## src/rtl/imm_encoder.sv

```systemverilog
// RV32I instruction assembler: packs format/register fields and a 32-bit immediate
// into an instruction word, buffered behind a 2-entry valid/ready output FIFO.
module imm_encoder #(
  parameter bit STRICT = 1'b1,
  parameter int CNT_W  = 16
) (
  input  logic             clk,
  input  logic             reset,
  input  logic             in_valid,
  output logic             in_ready,
  input  logic [2:0]       immsrc,
  input  logic [6:0]       opcode,
  input  logic [4:0]       rd,
  input  logic [4:0]       rs1,
  input  logic [4:0]       rs2,
  input  logic [2:0]       funct3,
  input  logic [6:0]       funct7,
  input  logic [31:0]      imm,
  output logic             out_valid,
  input  logic             out_ready,
  output logic [31:0]      out_instr,
  output logic             out_err,
  output logic [CNT_W-1:0] enc_count,
  output logic [CNT_W-1:0] err_count,
  output logic             err_sticky
);

  localparam logic [2:0] FMT_I = 3'b000;
  localparam logic [2:0] FMT_S = 3'b001;
  localparam logic [2:0] FMT_B = 3'b010;
  localparam logic [2:0] FMT_J = 3'b011;
  localparam logic [2:0] FMT_U = 3'b100;
  localparam logic [2:0] FMT_R = 3'b111;

  // Returns {legal, word}; an illegal immediate still yields the truncated word.
  function automatic logic [32:0] encode(
    input logic [2:0]  fmt,
    input logic [6:0]  op,
    input logic [4:0]  f_rd,
    input logic [4:0]  f_rs1,
    input logic [4:0]  f_rs2,
    input logic [2:0]  f3,
    input logic [6:0]  f7,
    input logic [31:0] v
  );
    logic        legal;
    logic [31:0] word;
    legal = 1'b0;
    word  = 32'd0;
    case (fmt)
      FMT_I: begin
        word  = {v[11:0], f_rs1, f3, f_rd, op};
        legal = (v[31:11] == {21{v[11]}});
      end
      FMT_S: begin
        word  = {v[11:5], f_rs2, f_rs1, f3, v[4:0], op};
        legal = (v[31:11] == {21{v[11]}});
      end
      FMT_B: begin
        word  = {v[12], v[10:5], f_rs2, f_rs1, f3, v[4:1], v[11], op};
        legal = (v[0] == 1'b0) && (v[31:12] == {20{v[12]}});
      end
      FMT_J: begin
        word  = {v[20], v[10:1], v[11], v[19:12], f_rd, op};
        legal = (v[0] == 1'b0) && (v[31:20] == {12{v[20]}});
      end
      FMT_U: begin
        word  = {v[31:12], f_rd, op};
        legal = (v[11:0] == 12'd0);
      end
      FMT_R: begin
        word  = {f7, f_rs2, f_rs1, f3, f_rd, op};
        legal = 1'b1;
      end
      default: begin
        word  = 32'd0;
        legal = 1'b0;
      end
    endcase
    return {legal, word};
  endfunction

  logic [32:0] enc;
  logic        enc_legal;
  logic [31:0] enc_word;
  logic [1:0]  count;
  logic [31:0] word0, word1;
  logic        err0, err1;
  logic        ready_en;
  logic        take, push, pop;

  // Combinational encode of the presented beat.
  always_comb begin
    enc       = encode(immsrc, opcode, rd, rs1, rs2, funct3, funct7, imm);
    enc_legal = enc[32];
    enc_word  = enc[31:0];
  end

  // ready_en holds in_ready low until the first edge after reset release.
  assign in_ready  = ready_en && (count != 2'd2);
  assign out_valid = (count != 2'd0);
  assign out_instr = word0;
  assign out_err   = err0;
  assign take      = in_valid && in_ready;
  assign push      = take && (enc_legal || !STRICT);
  assign pop       = out_valid && out_ready;

  // FIFO storage, occupancy and status counters.
  always_ff @(posedge clk or posedge reset) begin
    if (reset) begin
      ready_en   <= 1'b0;
      count      <= 2'd0;
      word0      <= 32'd0;
      word1      <= 32'd0;
      err0       <= 1'b0;
      err1       <= 1'b0;
      enc_count  <= '0;
      err_count  <= '0;
      err_sticky <= 1'b0;
    end else begin
      ready_en <= 1'b1;
      case ({push, pop})
        2'b10: begin
          if (count == 2'd0) begin
            word0 <= enc_word;
            err0  <= !enc_legal;
          end else begin
            word1 <= enc_word;
            err1  <= !enc_legal;
          end
          count <= count + 2'd1;
        end
        2'b01: begin
          word0 <= word1;
          err0  <= err1;
          count <= count - 2'd1;
        end
        2'b11: begin
          // Push can only coincide with pop at occupancy 1: new beat becomes head.
          word0 <= enc_word;
          err0  <= !enc_legal;
        end
        default: begin
          count <= count;
        end
      endcase
      if (take) begin
        enc_count <= enc_count + {{(CNT_W-1){1'b0}}, 1'b1};
        if (!enc_legal) begin
          err_count  <= err_count + {{(CNT_W-1){1'b0}}, 1'b1};
          err_sticky <= 1'b1;
        end
      end
    end
  end

endmodule

```

## config.mk

```make
export PLATFORM = sky130hd
export DESIGN_NAME = imm_encoder
export DESIGN_NICKNAME = d
export VERILOG_FILES = /design/src/rtl/imm_encoder.sv
export SDC_FILE = /design/constraint.sdc
export NUM_CORES = 1
export LEC_CHECK = 0
export BUFFER_PORTS_ARGS = -buffer_cell sky130_fd_sc_hd__buf_2
export CORE_UTILIZATION = 57
export DETAILED_ROUTE_END_ITERATION = 8
export PLACE_DENSITY = 0.86
export SLEW_MARGIN = 30
export SYNTH_ARGS = -nofsm -noshare
export SYNTH_HDL_FRONTEND = slang
export SYNTH_SLANG_ARGS = --single-unit
```

## constraint.sdc

```tcl
create_clock -name clk -period 6.82 [get_ports clk]
set_clock_uncertainty 0.1 [all_clocks]
set_input_delay 1.023 -clock clk [delete_from_list [all_inputs] [get_ports clk]]
set_output_delay 1.023 -clock clk [all_outputs]
set_load 0.01 [all_outputs]
```

==> results of run 1 <==
## sequential cells by signal, indices dropped and copies added (netlist names)
register,flops
err_sticky,1
out_instr,32
err1,1
word1,32
err_count,16
enc_count,16
count,2
ready_en,1
out_err,1
## logic make-up (layout without fill, tap and decap cells)
| group | after synthesis | count (layout) |
|---|---|---|
| other cells | 1 | 1 |
| xor+xnor | 34 | 34 |
| buf+inv | 47 | 168 |
| flops | 102 | 102 |
| simple gates | 233 | 233 |
| fa+ha+maj | 4 | 4 |
| compound gates | 163 | 163 |
| mux | 13 | 13 |
## power by group through the flow
stage | Clock [mW] | Sequential, mW | Combinational, mW
floorplan | 0 | 0.956 | 0.361
global placement | 0 | 0.915 | 0.602
detailed placement | 0 | 0.928 | 0.633
CTS | 0.386 | 0.917 | 0.634
global route | 0.413 | 0.943 | 0.706
finish | 0.379 | 0.918 | 0.630
## path summary, 6_finish.rpt
check | to | slack [ns] | cells after the start
worst max-delay path | word1[29] | 3.03 | 12
worst min-delay path | enc_count[15] | 0.38 | 1
worst max register to register | out_instr[27] | 4.51 | 7
worst min register to register | enc_count[15] | 0.38 | 1
max in group asynchronous | out_instr[8] | 4.89 | 3
min in group asynchronous | enc_count[7] | 0.59 | 2
## cells in the mapped netlist, drive strengths merged, types with 2 or more instances
cell type	count	area [um^2]
nor3b	5	37.5
or4	5	41.3
o21ai	73	365
nor4	10	62.6
nand3	12	60.1
ha	4	50.1
nor2	47	176
nand4	9	56.3
a21oi	55	275
dfrtp	102	2550
inv	10	37.5
nand2	124	465
a22o	12	105
xnor2	21	184
mux2i	6	60.1
o311ai	2	17.5
and3	5	31.3
nor3	7	35.0
clkbuf	21	78.8
xor2	13	114
a22oi	8	60.1
mux2	7	78.8
buf	16	71.3
nor2b	2	12.5
## through the flow
stage               power, mW  instance area (um^2)  hold slack [ns]
floorplan                1.32                  5200            0.350
global placement         1.52                  5920            0.351
detailed placement       1.56                  5930            0.358
CTS                      1.94                  6140            0.382
global route             2.06                  6140            0.409
finish                   1.93                  6140            0.377
## critical path: cells and delay by family
kind,cells,cell delay (ns)
simple gates,7,2.26
fa+ha+maj,1,0.20
buf+inv,2,0.23
compound gates,2,0.22
## area by class of cell
type,instances,share of cell area
Clock inverter,6,0.0104
Clock buffer,10,0.0224
Multi-Input combinational cell,448,0.406
Timing Repair Buffer,142,0.117
Tap cell,108,0.0220
Inverter,10,0.00652
Sequential cell,102,0.416
## per-layer routing
metal | GRT usage | wire length (um)
met1 | 0.371 | 5510
met2 | 0.458 | 6300
met3 | 0.0489 | 750
met4 | 0.0814 | 208
met5 | 0 | 0
==> summary.txt, run 1 <==
Run status
  • Status: finished, final reports clean

Drt
  • Routed via count: 4675
  • Drt pass-1 iters: 5
  • Detail Route Antenna Nets: 0
  • Vias per inst: 5.66
  • Avg WL per Cell: 15.5 um
  • Number of remaining DRC errors: 0
  • Drt total wl: 12.8 mm
  • Initial DRC count: 237

Yosys
  • Yosys warns: 0
  • Mapped Area: 0.00520 mm^2
  • Number of synthesized flops with an enable pin: 0
  • Simple-gate portion of the synthesized area: 0.198
  • Net count after synthesis: 672
  • Number of library cell types mapped by synthesis: 50
  • Largest family of logic cells by synthesized area: simple AND/OR/NAND/NOR gates
  • Post-Synth Adder-Cell Area: 0.00962
  • Post-Synthesis Cells: 597
  • Post-synthesis mux area share: 0.0267
  • Mapped Avg Cell Area: 8.71 um^2
  • FFs w/ async S/R, synth: 1.00
  • Synthesized flop and latch total: 102
  • Seq/Total Area, Yosys: 0.491
  • Xor-xnor portion of the synthesized cell area: 0.0572
  • Compound-Gate Fraction of Synth Area: 0.181
  • Ys flop type: dfrtp_1

Clock tree
  • H-Tree Depth: 3
  • Post_cts resized: 0
  • Root Buffer: clkbuf_8
  • Hold-fix buffers at CTS: 0
  • Cts bufs inserted: 9
  • Post-CTS Setup Repair Bufs: 0
  • CTS clk-pin slew, worst paths: 0.11 ns
  • Skew-Pair Late Insertion Delay: 0.37 ns
  • CTS tree: done
  • CTS Sinks: 102
  • Worst-case clock buffer depth: 2

Finish
  • Layout Cells excl Fill: 826
  • Layout fillers: 707
  • Antenna fix cells: 0
  • Multi-input gate area: 0.00249 mm^2
  • Most common library cell in the layout ignoring fill and taps: buf_2
  • Register area: 0.00255 mm^2
  • Synth-to-Final Area Change: 18.1%
  • Layout cells sized above 1: 0.233
  • Most frequent cells in the layout: buf_2, nand2_1, dfrtp_1
  • Nets@finish: 788
  • Fin util: 0.701

Placed design
  • Port bufs: 138
  • Routability cong.: 0.888
  • Cells after DPL: 810
  • Dpl ws: 2.35 ns
  • Hpwl dp: 9.29 mm

Timing
  • Final hold vios: 0
  • Slew HR: 0.482
  • Post-layout minimum cycle time: 3.80 ns
  • Post-route setup TNS: 0 ns
  • Final setup fails: 0
  • Final-report max-slew violation count: 0
  • Fin crit share: 0.556
  • Actual slew at the worst max-slew pin: 0.777 ns
  • RSZ-0062 raised after global routing: no
  • Fmax achieved: 264 MHz
  • Final WS setup: 3.03 ns

Critical path
  • WP data required: 6.95 ns
  • CP Data Arrival Time: 3.92 ns
  • CP Capture Type: register
  • Startpoint types: input port
  • Crit path largest cell delay: 0.55 ns
  • Most common cell on crit path: nand2_1
  • Cell Chain, Critical Path: buf_2 -> or4_1 -> nor4_1 -> a41oi_1 -> nor3_1 -> or3b_1 -> nand2_1 -> inv_1 -> ha_1 -> nand2_4 -> nand2_1 -> o21ai_0
  • CP Launch Point: imm[28]
  • Crit Path Max Fanout: 66
  • Setup CP Type: input port to register
  • Worst path slowest cell: or4_1
  • RR Startpoint: count[0]

Power and ir drop
  • Flop pwr share: 0.477
  • Sw Pwr: 730 uW
  • Sw Ratio: 0.379
  • Internal: 1.20 mW
  • Clock Power Share: 0.197
  • Combinational share of power: 0.327
  • Leak: 3.07 nW
  • PD cells: 314 mW/mm^2
  • Worst VDD drop: 187 uV

Die
  • Core Region: 0.00876 mm^2
  • Number of I/O pins: 139
  • Die Width: 97.5 um
  • Die ar.: 0.00951 mm^2
  • Starting Density: 0.594
  • Die height: 97.5 um
  • # rows: 34

Global routing
  • GRT overflow: 0
  • Largest net degree at the start of global routing: 68
  • Global-route wire length before repair: 20.9 mm
  • Total Routing Usage GR: 0.276
  • Initial antenna violation count: 0
  • Vias in the first global route: 4355

Min path
  • HP Start: enc_count[15]
  • Hold Path Class: register to register

Job
  • Max_cap viols: 0
Note: power is estimated with default switching activity, not from simulation.
==> run 2: changes to the inputs <==
--- a/config.mk
+++ b/config.mk
@@ -6,9 +6,9 @@
 export NUM_CORES = 1
 export LEC_CHECK = 0
 export BUFFER_PORTS_ARGS = -buffer_cell sky130_fd_sc_hd__buf_2
-export CORE_UTILIZATION = 57
+export CORE_UTILIZATION = 53
 export DETAILED_ROUTE_END_ITERATION = 8
-export PLACE_DENSITY = 0.86
+export PLACE_DENSITY = 0.8
 export SLEW_MARGIN = 30
 export SYNTH_ARGS = -nofsm -noshare
 export SYNTH_HDL_FRONTEND = slang
==> constraint.sdc (replaced) <==
create_clock -name clk -period 3.9 [get_ports clk]
set_clock_uncertainty 0.1 [all_clocks]
set_input_delay 0.585 -clock clk [delete_from_list [all_inputs] [get_ports clk]]
set_output_delay 0.585 -clock clk [all_outputs]
set_load 0.01 [all_outputs]
==> summary.txt, run 2 (synthesized netlist as in run 1, its figures left out) <==
Drt
  • Drt total wl: 12.8 mm (about the same)
  • Routed via count: 4639 (was 4675)
  • Avg WL per Cell: 15.0 um (was 15.5 um)
  • Number of remaining DRC errors: 0 (unchanged)
  • Detail Route Antenna Nets: 0 (unchanged)
  • Drt pass-1 iters: 4 (was 5)
  • Vias per inst: 5.44 (was 5.66)
  • Initial DRC count: 277 (was 237)

Die
  • Die ar.: 0.0102 mm^2 (was 0.00951 mm^2)
  • Core Region: 0.00937 mm^2 (was 0.00876 mm^2)
  • Die Width: 101 um (was 97.5 um)
  • Die height: 101 um (was 97.5 um)
  • Starting Density: 0.555 (was 0.594)
  • Number of I/O pins: 139 (unchanged)
  • # rows: 35 (was 34)

Clock tree
  • Post-CTS Setup Repair Bufs: 0 (unchanged)
  • CTS clk-pin slew, worst paths: 0.11 ns (about the same)
  • CTS tree: done (unchanged)
  • Post_cts resized: 0 (unchanged)
  • Hold-fix buffers at CTS: 0 (unchanged)
  • CTS Sinks: 102 (unchanged)
  • Skew-Pair Late Insertion Delay: 0.36 ns (was 0.37 ns)
  • Root Buffer: clkbuf_8 (unchanged)
  • H-Tree Depth: 3 (unchanged)
  • Worst-case clock buffer depth: 2 (unchanged)
  • Cts bufs inserted: 9 (unchanged)

Critical path
  • Worst r2r dst: out_instr[22] (was out_instr[27])
  • Setup CP Type: input port to register (unchanged)
  • CP Data Arrival Time: 3.16 ns (was 3.92 ns)
  • Crit Path Max Fanout: 52 (was 66)
  • RR Startpoint: count[0] (unchanged)
  • FF-to-FF setup slack: 1.62 ns (was 4.51 ns)
  • Startpoint types: input port (unchanged)
  • Register-to-Register Path Depth: 5 (was 7)
  • CP Capture Type: register (unchanged)
  • WP data required: 4.01 ns (was 6.95 ns)

Global routing
  • Vias in the first global route: 4463 (was 4355)
  • Largest net degree at the start of global routing: 77 (was 68)
  • Global-route wire length before repair: 21.2 mm (was 20.9 mm)
  • Initial antenna violation count: 0 (unchanged)
  • Total Routing Usage GR: 0.265 (was 0.276)
  • GRT overflow: 0 (unchanged)

Job
  • Max_cap viols: 0 (unchanged)

Power and ir drop
  • PD cells: 547 mW/mm^2 (was 314 mW/mm^2)
  • Leak: 3.10 nW (was 3.07 nW)
  • Clock Power Share: 0.201 (was 0.197)
  • Internal: 2.14 mW (was 1.20 mW)
  • Combinational share of power: 0.328 (was 0.327)
  • Worst VDD drop: 394 uV (was 187 uV)
  • Sw Pwr: 1.26 mW (was 730 uW)
  • Sw Ratio: 0.370 (was 0.379)
  • Flop pwr share: 0.471 (was 0.477)

Placed design
  • Dpl ws: 0.497 ns (was 2.35 ns)
  • Port bufs: 138 (unchanged)
  • Routability cong.: 0.941 (was 0.888)
  • Hpwl dp: 9.41 mm (was 9.29 mm)

Finish
  • Synth-to-Final Area Change: 19.5% (was 18.1%)
  • Layout cells sized above 1: 0.237 (was 0.233)
  • Register area: 0.00255 mm^2 (unchanged)
  • Antenna fix cells: 0 (unchanged)
  • Nets@finish: 794 (was 788)
  • Most common library cell in the layout ignoring fill and taps: buf_2 (unchanged)
  • Layout fillers: 831 (was 707)
  • Most frequent cells in the layout: buf_2, nand2_1, dfrtp_1 (unchanged)
  • Multi-input gate area: 0.00248 mm^2 (was 0.00249 mm^2)

Timing
  • Slew HR: 0.537 (was 0.482)
  • RSZ-0062 raised after global routing: no (unchanged)
  • Final setup fails: 0 (unchanged)
  • Fin crit share: 0.782
  • Actual slew at the worst max-slew pin: 0.691 ns (was 0.777 ns)
  • Post-route setup TNS: 0 ns (unchanged)
  • Final hold vios: 0 (unchanged)
  • Final-report max-slew violation count: 0 (unchanged)
  • Final WS setup: 0.851 ns (was 3.03 ns)
  • Fmax achieved: 328 MHz
  • Post-layout minimum cycle time: 3.05 ns

Min path
  • Hold Path Class: input port to asynchronous set/reset pin (was register to register)

Run status
  • Status: finished, final reports clean (unchanged)
## run 2: critical path: stages
cell and delay [ns]:
buf_2 0.13, or4_1 0.54, nor4_1 0.25, a41oi_1 0.12
nor3_1 0.36, or3b_1 0.19, nand2_1 0.07, inv_1 0.07
ha_1 0.15, nand2_2 0.15, buf_4 0.31, nand2_1 0.13
o21ai_0 0.09
## run 2: cell type report
| cell class | count | share of cell area |
|---|---|---|
| Sequential cell | 102 | 0.411 |
| Multi-Input combinational cell | 448 | 0.398 |
| Timing Repair Buffer | 148 | 0.125 |
| Tap cell | 129 | 0.0260 |
| Clock buffer | 9 | 0.0199 |
| Clock inverter | 6 | 0.0129 |
| Inverter | 10 | 0.00685 |
## run 2: layer usage
layer  GRT usage  routed length (um)  vias up
li1            -                   -     2311
met3      0.0444                 627       16
met1       0.364                5740     2176
met2       0.436                6220      136
met4      0.0702                 180        0
met5           0                   0        -
## run 2: worst max-delay path by stage
stage / end / slack, ns / startpoint / cells past startpoint
5_1_grt: word1[12] / 0.62 / imm[28] / 13
2_1_floorplan: count[0] / 0.54 / reset / 1
3_3_place_gp: word1[18] / 0.62 / imm[28] / 13
6_report: word1[12] / 0.85 / imm[28] / 13
4_1_cts: word1[12] / 0.88 / imm[28] / 13
3_5_place_dp: word1[21] / 0.50 / imm[28] / 13
## run 2: power by group through the flow
| stage | clock network (mW) | registers (mW) | logic [mW] |
|---|---|---|---|
| floorplan | 0 | 1.67 | 0.632 |
| global placement | 0 | 1.60 | 1.08 |
| detailed placement | 0 | 1.62 | 1.12 |
| CTS | 0.691 | 1.60 | 1.13 |
| global route | 0.729 | 1.65 | 1.26 |
| finish | 0.682 | 1.60 | 1.12 |
## run 2: through the flow
stage / area (um^2) / total power, mW / cells / util / hold WS (ns)
global placement: 6010 / 2.68 / 837 / 0.641 / 0.349
detailed placement: 6010 / 2.74 / 837 / 0.641 / 0.353
global route: 6210 / 3.64 / 852 / 0.663 / 0.261
finish: 6210 / 3.40 / 852 / 0.663 / 0.219
floorplan: 5200 / 2.30 / 597 / - / 0.350
CTS: 6210 / 3.42 / 852 / 0.663 / 0.350
==> run 3: changes to the inputs <==
--- a/config.mk
+++ b/config.mk
@@ -6,9 +6,9 @@
 export NUM_CORES = 1
 export LEC_CHECK = 0
 export BUFFER_PORTS_ARGS = -buffer_cell sky130_fd_sc_hd__buf_2
-export CORE_UTILIZATION = 53
+export CORE_UTILIZATION = 48
 export DETAILED_ROUTE_END_ITERATION = 8
-export PLACE_DENSITY = 0.8
+export PLACE_DENSITY = 0.77
 export SLEW_MARGIN = 30
 export SYNTH_ARGS = -nofsm -noshare
 export SYNTH_HDL_FRONTEND = slang
==> constraint.sdc (replaced) <==
create_clock -name clk -period 2.51 [get_ports clk]
set_clock_uncertainty 0.1 [all_clocks]
set_input_delay 0.3765 -clock clk [delete_from_list [all_inputs] [get_ports clk]]
set_output_delay 0.3765 -clock clk [all_outputs]
set_load 0.01 [all_outputs]
==> summary.txt, run 3 (synthesized netlist as in run 1, its figures left out) <==
Die
  • Die ar.: 0.0113 mm^2 (was 0.0102 mm^2)
  • Die height: 106 um (was 101 um)
  • Starting Density: 0.499 (was 0.555)
  • Die Width: 106 um (was 101 um)
  • # rows: 37 (was 35)
  • Number of I/O pins: 139 (unchanged)
  • Core Region: 0.0104 mm^2 (was 0.00937 mm^2)

Critical path
  • Most common cell on crit path: buf_6 (was nand2_1)
  • Setup CP Type: input port to register (unchanged)
  • Register-to-Register Path Depth: 9 (was 5)
  • RR Startpoint: count[0] (unchanged)
  • Startpoint types: input port (unchanged)
  • CP Launch Point: imm[25] (was imm[28])
  • Cell Chain, Critical Path: buf_6 -> or4_4 -> o41ai_2 -> a31o_2 -> o2111a_2 -> or3b_4 -> nand2_4 -> ha_4 -> buf_6 -> nand2_1 -> o21ai_0 -> mux2_1 (was buf_2 -> or4_1 -> nor4_1 -> a41oi_1 -> nor3_1 -> or3b_1 -> nand2_1 -> inv_1 -> ha_1 -> nand2_2 -> buf_4 -> nand2_1 -> o21ai_0)
  • Crit path largest cell delay: 0.56 ns (was 0.54 ns)
  • Critical path's top delay family: simple AND/OR/NAND/NOR gates (unchanged)
  • CP Capture Type: register (unchanged)
  • WP data required: 2.67 ns (was 4.01 ns)
  • Stages on worst setup path: 12 (was 13)
  • Bufs and invs on worst path: 2 (was 3)
  • Worst path slowest cell: or4_4 (was or4_1)
  • CP Data Arrival Time: 2.63 ns (was 3.16 ns)
  • Crit Path Max Fanout: 10 (was 52)

Timing
  • Post-layout minimum cycle time: 2.47 ns
  • Worst Hold Margin: 0.171 ns (was 0.219 ns)
  • RSZ-0062 raised after global routing: yes (was no)
  • Actual slew at the worst max-slew pin: 0.787 ns (was 0.691 ns)
  • Final setup fails: 0 (unchanged)
  • Slew HR: 0.469 (was 0.537)
  • Fmax achieved: 405 MHz
  • Final-report max-slew violation count: 0 (unchanged)
  • Final hold vios: 0 (unchanged)
  • Fin crit share: 0.984

Drt
  • Avg WL per Cell: 15.6 um (was 15.0 um)
  • Number of remaining DRC errors: 0 (unchanged)
  • Detail Route Antenna Nets: 0 (unchanged)
  • Initial DRC count: 307 (was 277)
  • Drt total wl: 14.1 mm (was 12.8 mm)
  • Routed via count: 4943 (was 4639)
  • Drt pass-1 iters: 7 (was 4)
  • Vias per inst: 5.48 (was 5.44)

Finish
  • Most frequent cells in the layout: buf_2, nand2_1, dfrtp_1 (unchanged)
  • Antenna fix cells: 0 (unchanged)
  • Synth-to-Final Area Change: 31.3% (was 19.5%)
  • Layout cells sized above 1: 0.319 (was 0.237)
  • Most common library cell in the layout ignoring fill and taps: buf_2 (unchanged)
  • Fin util: 0.656 (was 0.663)
  • Nets@finish: 836 (was 794)

Clock tree
  • Cts bufs inserted: 9 (unchanged)
  • Skew-Pair Late Insertion Delay: 0.36 ns (about the same)
  • CTS clk-pin slew, worst paths: 0.10 ns (was 0.11 ns)
  • Worst-case clock buffer depth: 2 (unchanged)
  • CTS Sinks: 102 (unchanged)
  • H-Tree Depth: 3 (unchanged)
  • CTS tree: done (unchanged)
  • Root Buffer: clkbuf_8 (unchanged)

Placed design
  • Port bufs: 138 (unchanged)
  • Routability cong.: 0.911 (was 0.941)
  • Hpwl dp: 10.2 mm (was 9.41 mm)

Power and ir drop
  • Worst VDD drop: 477 uV (was 394 uV)
  • PD cells: 849 mW/mm^2 (was 547 mW/mm^2)
  • Leak: 3.38 nW (was 3.10 nW)

Min path
  • Hold Path Class: input port to register (was input port to asynchronous set/reset pin)
  • Hold Path Stages: 3
  • HP Start: opcode[2]

Global routing
  • GRT overflow: 0 (unchanged)
  • Initial antenna violation count: 0 (unchanged)
  • Largest net degree at the start of global routing: 54 (was 77)
  • Total Routing Usage GR: 0.249 (was 0.265)
  • Vias in the first global route: 4549 (was 4463)
  • Global-route wire length before repair: 22.2 mm (was 21.2 mm)

Job
  • Max_cap viols: 0 (unchanged)

Run status
  • Status: finished, final reports clean (unchanged)
## run 3: worst register-to-register path, delay by kind of cell (launching register included)
kind | cells | cell delay (ns)
compound gates | 1 | 0.07
fa+ha+maj | 1 | 0.21
buf+inv | 3 | 0.37
flops | 1 | 0.46
mux | 1 | 0.29
simple gates | 3 | 0.47
## run 3: worst paths after layout
check / to / slack (ns)
worst min-delay path: word1[2] / 0.17
worst max register to register: out_instr[30] / 0.43
max in group asynchronous: word1[19] / 1.21
worst min register to register: err_sticky / 0.37
worst max-delay path: out_instr[30] / 0.04
min in group asynchronous: out_instr[1] / 0.50
## run 3: cell type report
class                   count  area (um^2)
flip-flops and latches    102         2550
fillers                   869         3590
multi-input cells         448         2650
inverters                  10         41.3
well taps                 136          170
clock buffers              12          155
repair buffers            190         1180
clock inverters             4         76.3
## run 3: per-stage QoR
| stage | power [mW] | TNS, ns | worst slack [ns] | cell area (um^2) | instances |
|---|---|---|---|---|---|
| 6_report | 5.80 | 0 | 0.0395 | 6830 | 902 |
| 5_1_grt | 6.17 | -0.221 | -0.0367 | 6830 | 902 |
| 2_1_floorplan | 3.68 | -12.18 | -0.214 | 5350 | 597 |
| 3_3_place_gp | 4.33 | -15.45 | -0.310 | 6390 | 880 |
| 3_5_place_dp | 4.43 | -22.10 | -0.402 | 6390 | 880 |
| 4_1_cts | 5.62 | 0 | 0.00883 | 6650 | 898 |
## run 3: power by group
group          total, mW  leakage [nW]  internal, mW  switching, mW
registers           2.52          1.33          2.16          0.360
logic               2.09          1.93         0.935           1.15
clock network       1.19         0.113         0.621          0.572
total               5.80          3.38          3.71           2.08
## run 3: what timing repair did
item,in CTS,in global routing
buffers inserted,1,5
pin swaps,2,11
hold buffers,1,0
endpoints found under the hold margin,21,0
resized for setup,3,51
setup endpoints to repair,3,66
## run 3: metal layers
metal | track usage | wire length [um]
met5 | 0 | 0
met4 | 0.0526 | 154
met3 | 0.0472 | 755
met2 | 0.412 | 6940
met1 | 0.340 | 6240
